File: src/rtl/freq_band_classifier.sv
// Moving-average smoother and debounced beacon-band classifier for the kHz window count.
// Two-stage pipeline: stage 1 updates the sample window and running sum, stage 2 classifies and debounces.
module freq_band_classifier #(
  parameter int W        = 32,
  parameter int AVG_LOG2 = 2,
  parameter int A_LO     = 900,
  parameter int A_HI     = 1100,
  parameter int B_LO     = 9000,
  parameter int B_HI     = 11000,
  parameter int CONFIRM  = 3
) (
  input  logic         clk,
  input  logic         rst,
  input  logic [W-1:0] freq,
  input  logic         freq_valid,
  output logic [W-1:0] avg_freq,
  output logic [1:0]   class_out,
  output logic         class_valid,
  output logic         class_chg
);
  localparam int DEPTH = 1 << AVG_LOG2;
  localparam int SW    = W + AVG_LOG2;
  localparam int FW    = AVG_LOG2 + 1;
  localparam int CW    = $clog2(CONFIRM + 1);

  localparam logic [W-1:0]  A_LO_W   = W'(A_LO);
  localparam logic [W-1:0]  A_HI_W   = W'(A_HI);
  localparam logic [W-1:0]  B_LO_W   = W'(B_LO);
  localparam logic [W-1:0]  B_HI_W   = W'(B_HI);
  localparam logic [FW-1:0] DEPTH_F  = FW'(DEPTH);
  localparam logic [CW-1:0] CONFIRM_C = CW'(CONFIRM);
  localparam logic [CW-1:0] ONE_C     = CW'(1);

  localparam logic [1:0] BAND_NONE = 2'b00;
  localparam logic [1:0] BAND_A    = 2'b01;
  localparam logic [1:0] BAND_B    = 2'b10;

  typedef enum logic [1:0] {WARMUP, PENDING, HOLD} state_t;

  logic [W-1:0]  window_reg [DEPTH];
  logic [SW-1:0] sum_reg;
  logic [FW-1:0] fill_reg;
  logic          s1_valid_reg;

  state_t        state_reg, state_next;
  logic [1:0]    cand_reg, cand_next;
  logic [CW-1:0] cnt_reg, cnt_next;
  logic          commit;

  logic [W-1:0]  avg_reg, avg_next;
  logic [1:0]    class_reg, class_next;
  logic          valid_reg, valid_next;
  logic          chg_reg, chg_next;

  logic [W-1:0]  avg_now;
  logic [1:0]    band_now;
  logic          full_now;
  logic [CW-1:0] cnt_inc;

  // Stage 1: sample window as a shift register, oldest sample at the far end.
  genvar gi;
  generate
    for (gi = 0; gi < DEPTH; gi++) begin : g_window
      always_ff @(posedge clk or posedge rst) begin
        if (rst) begin
          window_reg[gi] <= '0;
        end else if (freq_valid) begin
          if (gi == 0) window_reg[gi] <= freq;
          else         window_reg[gi] <= window_reg[(gi == 0) ? 0 : gi - 1];
        end
      end
    end
  endgenerate

  // Modular SW-bit arithmetic keeps the final sum exact even if sum+freq wraps transiently.
  always_ff @(posedge clk or posedge rst) begin
    if (rst) begin
      sum_reg      <= '0;
      fill_reg     <= '0;
      s1_valid_reg <= 1'b0;
    end else begin
      s1_valid_reg <= freq_valid;
      if (freq_valid) begin
        sum_reg <= sum_reg + SW'(freq) - SW'(window_reg[DEPTH-1]);
        if (fill_reg != DEPTH_F) fill_reg <= fill_reg + FW'(1);
      end
    end
  end

  assign avg_now  = sum_reg[SW-1:AVG_LOG2];
  assign full_now = (fill_reg == DEPTH_F);
  assign cnt_inc  = cnt_reg + ONE_C;

  always_comb begin
    band_now = BAND_NONE;
    if (avg_now >= A_LO_W && avg_now <= A_HI_W)      band_now = BAND_A;
    else if (avg_now >= B_LO_W && avg_now <= B_HI_W) band_now = BAND_B;
  end

  // Debounce FSM: state register.
  always_ff @(posedge clk or posedge rst) begin
    if (rst) begin
      state_reg <= WARMUP;
      cand_reg  <= BAND_NONE;
      cnt_reg   <= '0;
    end else begin
      state_reg <= state_next;
      cand_reg  <= cand_next;
      cnt_reg   <= cnt_next;
    end
  end

  // Debounce FSM: next state, candidate and confirm count.
  always_comb begin
    state_next = state_reg;
    cand_next  = cand_reg;
    cnt_next   = cnt_reg;
    commit     = 1'b0;
    if (s1_valid_reg) begin
      case (state_reg)
        WARMUP: begin
          if (full_now) begin
            cand_next = band_now;
            cnt_next  = ONE_C;
            if (CONFIRM == 1) begin
              commit     = 1'b1;
              state_next = HOLD;
            end else begin
              state_next = PENDING;
            end
          end
        end
        PENDING: begin
          if (band_now == cand_reg) begin
            if (cnt_inc >= CONFIRM_C) begin
              cnt_next   = CONFIRM_C;
              commit     = 1'b1;
              state_next = HOLD;
            end else begin
              cnt_next = cnt_inc;
            end
          end else begin
            cand_next = band_now;
            cnt_next  = ONE_C;
            if (CONFIRM == 1) begin
              commit     = 1'b1;
              state_next = HOLD;
            end
          end
        end
        HOLD: begin
          if (band_now != class_reg) begin
            cand_next = band_now;
            cnt_next  = ONE_C;
            if (CONFIRM == 1) commit = 1'b1;
            else              state_next = PENDING;
          end
        end
        default: state_next = WARMUP;
      endcase
    end
  end

  // Debounce FSM: output decode. A commit pulses class_chg only on a real change or the first commit.
  always_comb begin
    avg_next   = s1_valid_reg ? avg_now : avg_reg;
    class_next = commit ? cand_next : class_reg;
    valid_next = valid_reg | commit;
    chg_next   = commit && (!valid_reg || (cand_next != class_reg));
  end

  always_ff @(posedge clk or posedge rst) begin
    if (rst) begin
      avg_reg   <= '0;
      class_reg <= BAND_NONE;
      valid_reg <= 1'b0;
      chg_reg   <= 1'b0;
    end else begin
      avg_reg   <= avg_next;
      class_reg <= class_next;
      valid_reg <= valid_next;
      chg_reg   <= chg_next;
    end
  end

  assign avg_freq    = avg_reg;
  assign class_out   = class_reg;
  assign class_valid = valid_reg;
  assign class_chg   = chg_reg;
endmodule

File: config.mk
export PLATFORM = sky130hd
export DESIGN_NAME = freq_band_classifier
export DESIGN_NICKNAME = d
export VERILOG_FILES = /design/src/rtl/freq_band_classifier.sv
export SDC_FILE = /design/constraint.sdc
export NUM_CORES = 1
export LEC_CHECK = 0
export BUFFER_PORTS_ARGS = -buffer_cell sky130_fd_sc_hd__buf_2
export CELL_PAD_IN_SITES_DETAIL_PLACEMENT = 1
export CELL_PAD_IN_SITES_GLOBAL_PLACEMENT = 1
export CORE_MARGIN = 2
export CORE_UTILIZATION = 45
export DETAILED_ROUTE_END_ITERATION = 10
export PLACE_DENSITY_LB_ADDON = 0.1
export REMOVE_ABC_BUFFERS = 1
export SLEW_MARGIN = 40
export SYNTH_ARGS = -nofsm -noshare
export SYNTH_HDL_FRONTEND = slang
export SYNTH_SLANG_ARGS = --single-unit
File: constraint.sdc
create_clock -name clk -period 6.7 [get_ports clk]
set_clock_uncertainty 0.05 [all_clocks]
set_input_delay 0.335 -clock clk [delete_from_list [all_inputs] [get_ports clk]]
set_output_delay 0.335 -clock clk [all_outputs]
set_load 0.01 [all_outputs]
==> results of run 1 <==
## power groups by stage
stage	Combinational, W	Sequential, W	Clock (W)
finish	0.00306	0.00195	0.00129
global route	0.00349	0.00201	0.00137
CTS	0.00309	0.00195	0.00133
detailed placement	0.00304	0.00197	0
global placement	0.00297	0.00196	0
floorplan	0.00227	0.00191	0
## synthesized netlist by cell type, drive strengths merged, types with 7 or more instances
cell type    n  area [µm²]
nand2       44         165
nand3       18        95.1
mux2       165        1860
clkbuf      24        90.1
inv        150         563
a21oi       41         205
fa          32         641
or3          8        50.1
nor2        36         135
o21ai       44         224
nor3         9        56.3
a21o        12        90.1
dfrtp      208        5200
o21a         7        52.6
xor2         8        77.6
xnor2       13         114
ha          38         475
## cells by family after synthesis
group           after synthesis  share of synthesized area, %
flops                       208                          47.7
buf+inv                     179                          6.35
mux                         171                          17.6
compound gates              154                          9.36
simple gates                148                          6.96
fa+ha+maj                    70                          10.2
xor+xnor                     21                          1.76
## per-layer routing
layer	GRT usage (%)	share of wire (%)
met2	30.1	46
met5	0	0
met1	27.9	49
met4	3.93	1.9
met3	2.62	2.8
## per-stage QoR
| step | cell area, µm² | util, % | setup WS (ns) | total power, W | hold slack [ns] |
|---|---|---|---|---|---|
| 5_1_grt | 12500 | 52.7 | 2.62 | 0.00687 | 0.0113 |
| 2_1_floorplan | 10800 | - | 0.634 | 0.00418 | 0.316 |
| 4_1_cts | 12400 | 52.7 | 2.86 | 0.00637 | 0.00215 |
| 3_5_place_dp | 11600 | 49.1 | 2.89 | 0.00501 | 0.438 |
| 3_3_place_gp | 11600 | 49.1 | 3.00 | 0.00493 | 0.430 |
| 6_report | 12500 | 52.7 | 2.87 | 0.00629 | 0.0223 |
## worst paths after layout
kind / endpoint / slack, ns / cells after the start
min in group asynchronous: window_reg[41] / 0.41 / 3
setup / recovery: sum_reg[31] / 2.87 / 15
max in group asynchronous: s1_valid_reg / 5.15 / 4
setup reg to reg: sum_reg[20] / 3.02 / 13
hold reg to reg: window_reg[73] / 0.45 / 1
hold / removal: window_reg[116] / 0.02 / 2
## area by class of cell
type / instances / area, µm² / area share [%]
Sequential cell: 208 / 5210 / 41.8
Multi-Input combinational cell: 564 / 5010 / 40.2
Clock buffer: 33 / 696 / 5.59
Inverter: 151 / 597 / 4.79
Timing Repair Buffer: 82 / 470 / 3.78
Tap cell: 319 / 399 / 3.21
Clock inverter: 8 / 75.1 / 0.603
==> summary.md, run 1 <==
| Metric | Value |
|---|---|
| Most frequent cells in the layout | dfrtp_1, mux2_2, inv_1, buf_2, nand2_1 |
| Final period utilization | approximately 57% |
| Ys async rst share | 100% |
| CP dominant cell by count | inv_1 |
| Setup crit end kind | flop |
| Worst hold path class | in -> reg |
| Logic pwr share | about 49% |
| CP cell instances | dlygate4sd3_1, buf_2, inv_1, fa_1, inv_1, ha_1, a211oi_2, o21ai_2, a2111oi_4, nor4_2, o21bai_2, a211oi_1, o31a_1, o21a_1, o31ai_1 |
| Die width | 160 µm |
| Critical path arrival | between 4 and 5 ns |
| IO Pins | 71 |
| Critical Path Max Stage Delay | 0.60 ns |
| Startpoint types | primary input |
| Worst vdd ir | between 0.2 and 0.3 mV |
| Relative slew slack | a little under half |
| Clock root buffer | clkbuf_16 |
| Register area share after synthesis | 47.7% |
| Largest net degree at the start of global routing | 150 |
| Die Y | approximately 160 µm |
| Final setup viols | 0 |
| Critical path class | in -> reg |
| Syn avg cell area | 11.5 µm² |
| Max reg flops | roughly 130 |
| Cell Pwr Density | a little over 500 nW/µm² |
| Starting DRC count in detailed routing | 264 |
| Number of buffers added for setup after CTS | 0 |
| Global placement routability congestion | 0.828 |
| Crit. Startpoint | freq[1] |
| Core box area | approximately 24000 µm² |
| Vias per cell | between 5 and 6 |
| Layout cells sized above 1 | 27.8% |
| Fill count | between 2000 and 3000 |
| Placed instance count | around 1300 |
| Status | completed |
| Worst R2R Start | sum_reg[2] |
| Starting Density | a little under half |
| Drc violations | 0 |
| Cell Area, Synth | roughly 11000 µm² |
| Internal Power | ~0.0037 W |
| Critical-path maximum fanout | 4 |
| Ys Warns | 0 |
| Routed Antenna Nets | 0 |
| Post-CTS sizing | 0 |
| GR Overflow Total | 0 |
| CP Buf/Inv Count | 4 |
| Crit path max-delay family | compound AO/OA/AOI/OAI gates |
| Total number of vias | 7045 |
| Commonest non-fill, non-tap cell in the layout | dfrtp_1 |
| Final Hold Viols | 0 |
| Register bit count reported by yosys | 208 |
| Number of global-route vias before repair | 7580 |
| Crit path required time | about 7 ns |
| CTS clock-pin slew for the worst setup and hold paths | around 0.06 ns |
| Measured slew at the worst slew-check pin | 0.798 ns |
| First-pass DRT Iterations | 4 |
| LEAKAGE | slightly below 6 nW |
| Setup TNS | 0 ns |
| Dpl hpwl | around 16000 µm |
| Port buffer count | 70 |
| Inserted Clock Buffers | 24 |
| Slowest CP cell | fa_1 |
| CTS tree | done |
| F_max | around 0.26 GHz |
| Finished Layout Cells | around 1400 |
| Net Sw Frac | 40.6% |
| Die ar. | approximately 26000 µm² |
| Total Routing Usage GR | between 10% and 20% |
| Worst skew pair latency | ~0.52 ns |
| H-Tree Depth | 1 |
| Hold path startpoint | freq[20] |
| Top_reg_cell synth | dfrtp_1 |
| Final WL | approximately 23000 µm |
| Hold buffers post-CTS | 8 |
| First-pass GRT wire length | ~40000 µm |
| Fin crit period | ~3.8 ns |
| NetSw | between 0.002 and 0.003 W |
| Synth cell types | 69 |
| Final-stage net count | between 1000 and 1500 |
| Avg WL per Cell | 16.8 µm |
| CTS Sinks | between 200 and 250 |
| Unrepaired setup endpoints after global routing | false |
| MaxCap Viol Count | 0 |
| Flop pwr share | 30.9% |
| ANT cells | 0 |
| Max Root-Sink Buffers | 3 |
| EDFF count, synth | 0 |
| Area grow syn2layout | 14.2% |
| Cells after synthesis | 951 |
| Clock network fraction of total power | approximately 20% |
| Initial antenna violation count | 0 |
| Rows | between 50 and 60 |
| Slew Limit Fails | 0 |
No activity file was read; power rests on OpenSTA's default activity.
==> run 2, diff against run 1 <==
==> constraint.sdc (replaced) <==
create_clock -name clk -period 3.2 [get_ports clk]
set_clock_uncertainty 0.05 [all_clocks]
set_input_delay 0.16 -clock clk [delete_from_list [all_inputs] [get_ports clk]]
set_output_delay 0.16 -clock clk [all_outputs]
set_load 0.01 [all_outputs]
==> run 2 against run 1 <==
Largest cell class is now multi-input combinational cells. The flow now finishes with violations (setup timing). Critical path type is now reg -> reg. Sequential power increased by 100%. Non-clock buffer count increased by 110. Cell count is 8.1% higher. Design area is 11% higher. Largest power group unchanged.
==> summary.md, run 2 (synthesis results as in run 1) <==
| Metric | Value |
|---|---|
| First-pass GRT wire length | 41800 µm (+4.9%) |
| Worst skew pair latency | 0.52 ns (about the same) |
| Unrepaired setup endpoints after global routing | true |
| Die ar. | 25500 µm² (unchanged) |
| LEAKAGE | 6.48 nW (+9.9%) |
| H-Tree Depth | 1 (unchanged) |
| Die Y | 160 µm (unchanged) |
| Final setup viols | 6 (+6) |
| Fin worst setup slack | -0.0856 ns (-2.96 ns) |
| CP dominant cell by count | inv_2 |
| Layout Utilization | 58.5% (+5.8 points) |
| Critical Path Max Stage Delay | 0.55 ns (-0.05 ns) |
| Multi-input gate area | 5410 µm² (+7.9%) |
| Worst hold path class | in -> async |
| Fin crit period | between 3 and 4 ns |
| Tot Pwr | 0.0158 W (+150%) |
| GR Overflow Total | 0 (unchanged) |
| Fill count | 2501 (-1.6%) |
| Startpoint types | flop |
| CP cell instances | inv_2, fa_2, inv_2, ha_4, a211oi_4, o21ai_4, a2111oi_4, buf_4, nor4_4, o21bai_2, a211oi_2, o31a_1, o21a_1, o31ai_2 |
| Starting DRC count in detailed routing | 339 (+28%) |
| Core box area | 23600 µm² (unchanged) |
| Final WL | 25200 µm (+9.7%) |
| Area grow syn2layout | 26.7% |
| Crit path required time | 3.58 ns (-3.48 ns) |
| Largest net degree at the start of global routing | 131 (-13%) |
| Setup crit end kind | flop |
| CP Buf/Inv Count | 3 (-1) |
| Final period utilization | 103% |
| Failing checks | setup timing |
| Drc violations | 0 (unchanged) |
| Critical path arrival | 3.67 ns (-0.52 ns) |
| IO Pins | 71 (unchanged) |
| Slowest CP cell | fa_2 |
| Clock root buffer | clkbuf_16 |
| Crit path max-delay family | compound AO/OA/AOI/OAI gates |
| First-pass DRT Iterations | 4 (unchanged) |
| Total Routing Usage GR | 19.8% (+0.88 points) |
| Final-stage net count | 1247 (+9.8%) |
| Die width | 160 µm (unchanged) |
| Cell Pwr Density | 1140 nW/µm² (+130%) |
| Inserted Clock Buffers | 25 (+4.2%) |
| Slew Limit Fails | 0 (unchanged) |
| F_max | around 0.30 GHz |
| Worst vdd ir | 0.478 mV (+90%) |
| Setup WS pre-CTS | -0.351 ns (-3.24 ns) |
| Avg WL per Cell | 17.1 µm (+1.5%) |
| CTS tree | done |
| Total area of sequential cells | 5210 µm² (unchanged) |
| Global placement routability congestion | 0.833 (+0.52%) |
| CTS clock-pin slew for the worst setup and hold paths | 0.06 ns (about the same) |
| Final Hold Viols | 0 (unchanged) |
| ANT cells | 0 (unchanged) |
| Status | finished, violations left |
| Relative slew slack | 48.4% (+1.6 points) |
| Port buffer count | 70 (unchanged) |
| WHS | 0.255 ns (+0.233 ns) |
| Commonest non-fill, non-tap cell in the layout | dfrtp_1 |
| Design area | 13800 µm² (+11%) |
| Critical path class | reg -> reg |
| Number of global-route vias before repair | 8062 (+6.4%) |
| Most frequent cells in the layout | dfrtp_1, mux2_2, inv_1, buf_4, buf_2 |
| Max Root-Sink Buffers | 3 (unchanged) |
| Layout cells sized above 1 | 37.7% (+9.9 points) |
| MaxCap Viol Count | 0 (unchanged) |
| Critical-path maximum fanout | 3 (-1) |
| Max reg flops | 128 (unchanged) |
| Initial antenna violation count | 0 (unchanged) |
| Total number of vias | 7561 (+7.3%) |
| Dpl hpwl | 16800 µm (+5.1%) |
| Dpl cell area | 12100 µm² (+4.4%) |
| Starting Density | 46.2% (unchanged) |
| Measured slew at the worst slew-check pin | 0.774 ns (-0.0236 ns) |
| Vias per cell | 5.13 (-0.68%) |
| Rows | 56 (unchanged) |
| Routed Antenna Nets | 0 (unchanged) |
| CTS Sinks | 208 (unchanged) |
run 2: changes by cell type in the layout (fill, tap and decap cells not counted), moves of 6 or more:
| cell | delta |
|---|---|
| a21oi_2 | +6 |
| inv_1 | -7 |
| a21oi_1 | -11 |
| ha_1 | -12 |
| inv_2 | +7 |
| o21ai_0 | -7 |
| dlygate4sd3_1 | +28 |
| buf_4 | +79 |
| ha_4 | +9 |
run 2: what timing repair did:
item | CTS | global route
buffers inserted | 7 | 12
hold buffers | 36 | 0
pin swaps | 23 | 41
endpoints found under the setup margin | 19 | 17
gates resized for setup | 36 | 50
endpoints found under the hold margin | 128 | 0
run 2: power by group:
group	switching [W]	internal, W	leakage [nW]	total, W
combinational	0.00468	0.00435	3.61	0.00903
clock	0.00108	0.00175	0.405	0.00283
sequential	0.000525	0.00342	2.46	0.00395
run 2: area by class of cell:
| class | count | share of cell area (%) |
|---|---|---|
| clock inverter | 10 | 0.924 |
| multi-input combinational | 564 | 39.1 |
| timing repair buffer | 192 | 10.1 |
| tap | 319 | 2.89 |
| clock buffer | 31 | 4.98 |
| inverter | 151 | 4.26 |
| sequential | 208 | 37.7 |
run 2: worst paths after layout:
path	end	depth (start not counted)	startpoint	slack (ns)
hold / removal	window_reg[101]	3	rst	0.26
min in group clk	window_reg[122]	3	freq[26]	0.39
setup / recovery	sum_reg[31]	14	sum_reg[1]	-0.09
max in group asynchronous	window_reg[17]	4	rst	1.98
hold reg to reg	class_valid	1	class_valid	0.44
setup reg to reg	sum_reg[31]	14	sum_reg[1]	-0.09
run 2: per-stage QoR:
step                      std cells  TNS, ns
after floorplan                 923  -559.73
after global placement         1382    -2.11
after detailed placement       1382    -3.14
after CTS                      1465   -0.182
after global routing           1475    -1.93
final                          1475   -0.268
run 2: worst reg2reg max path, cell delays in order, from the launching register on:
cell,delay (ns)
dfrtp_1,0.37
inv_2,0.05
fa_2,0.55
inv_2,0.05
ha_4,0.22
a211oi_4,0.30
o21ai_4,0.12
a2111oi_4,0.34
buf_4,0.19
nor4_4,0.05
o21bai_2,0.17
a211oi_2,0.12
o31a_1,0.31
o21a_1,0.18
o31ai_2,0.16
run 2: routing by layer:
metal | part of all wire (%) | vias to the layer above | GRT usage, %
met5 | 0 | - | 0
met4 | 1.4 | 0 | 3.80
met3 | 3.1 | 26 | 2.94
met2 | 48 | 88 | 32.8
met1 | 48 | 3840 | 28.1
li1 | - | 3607 | -
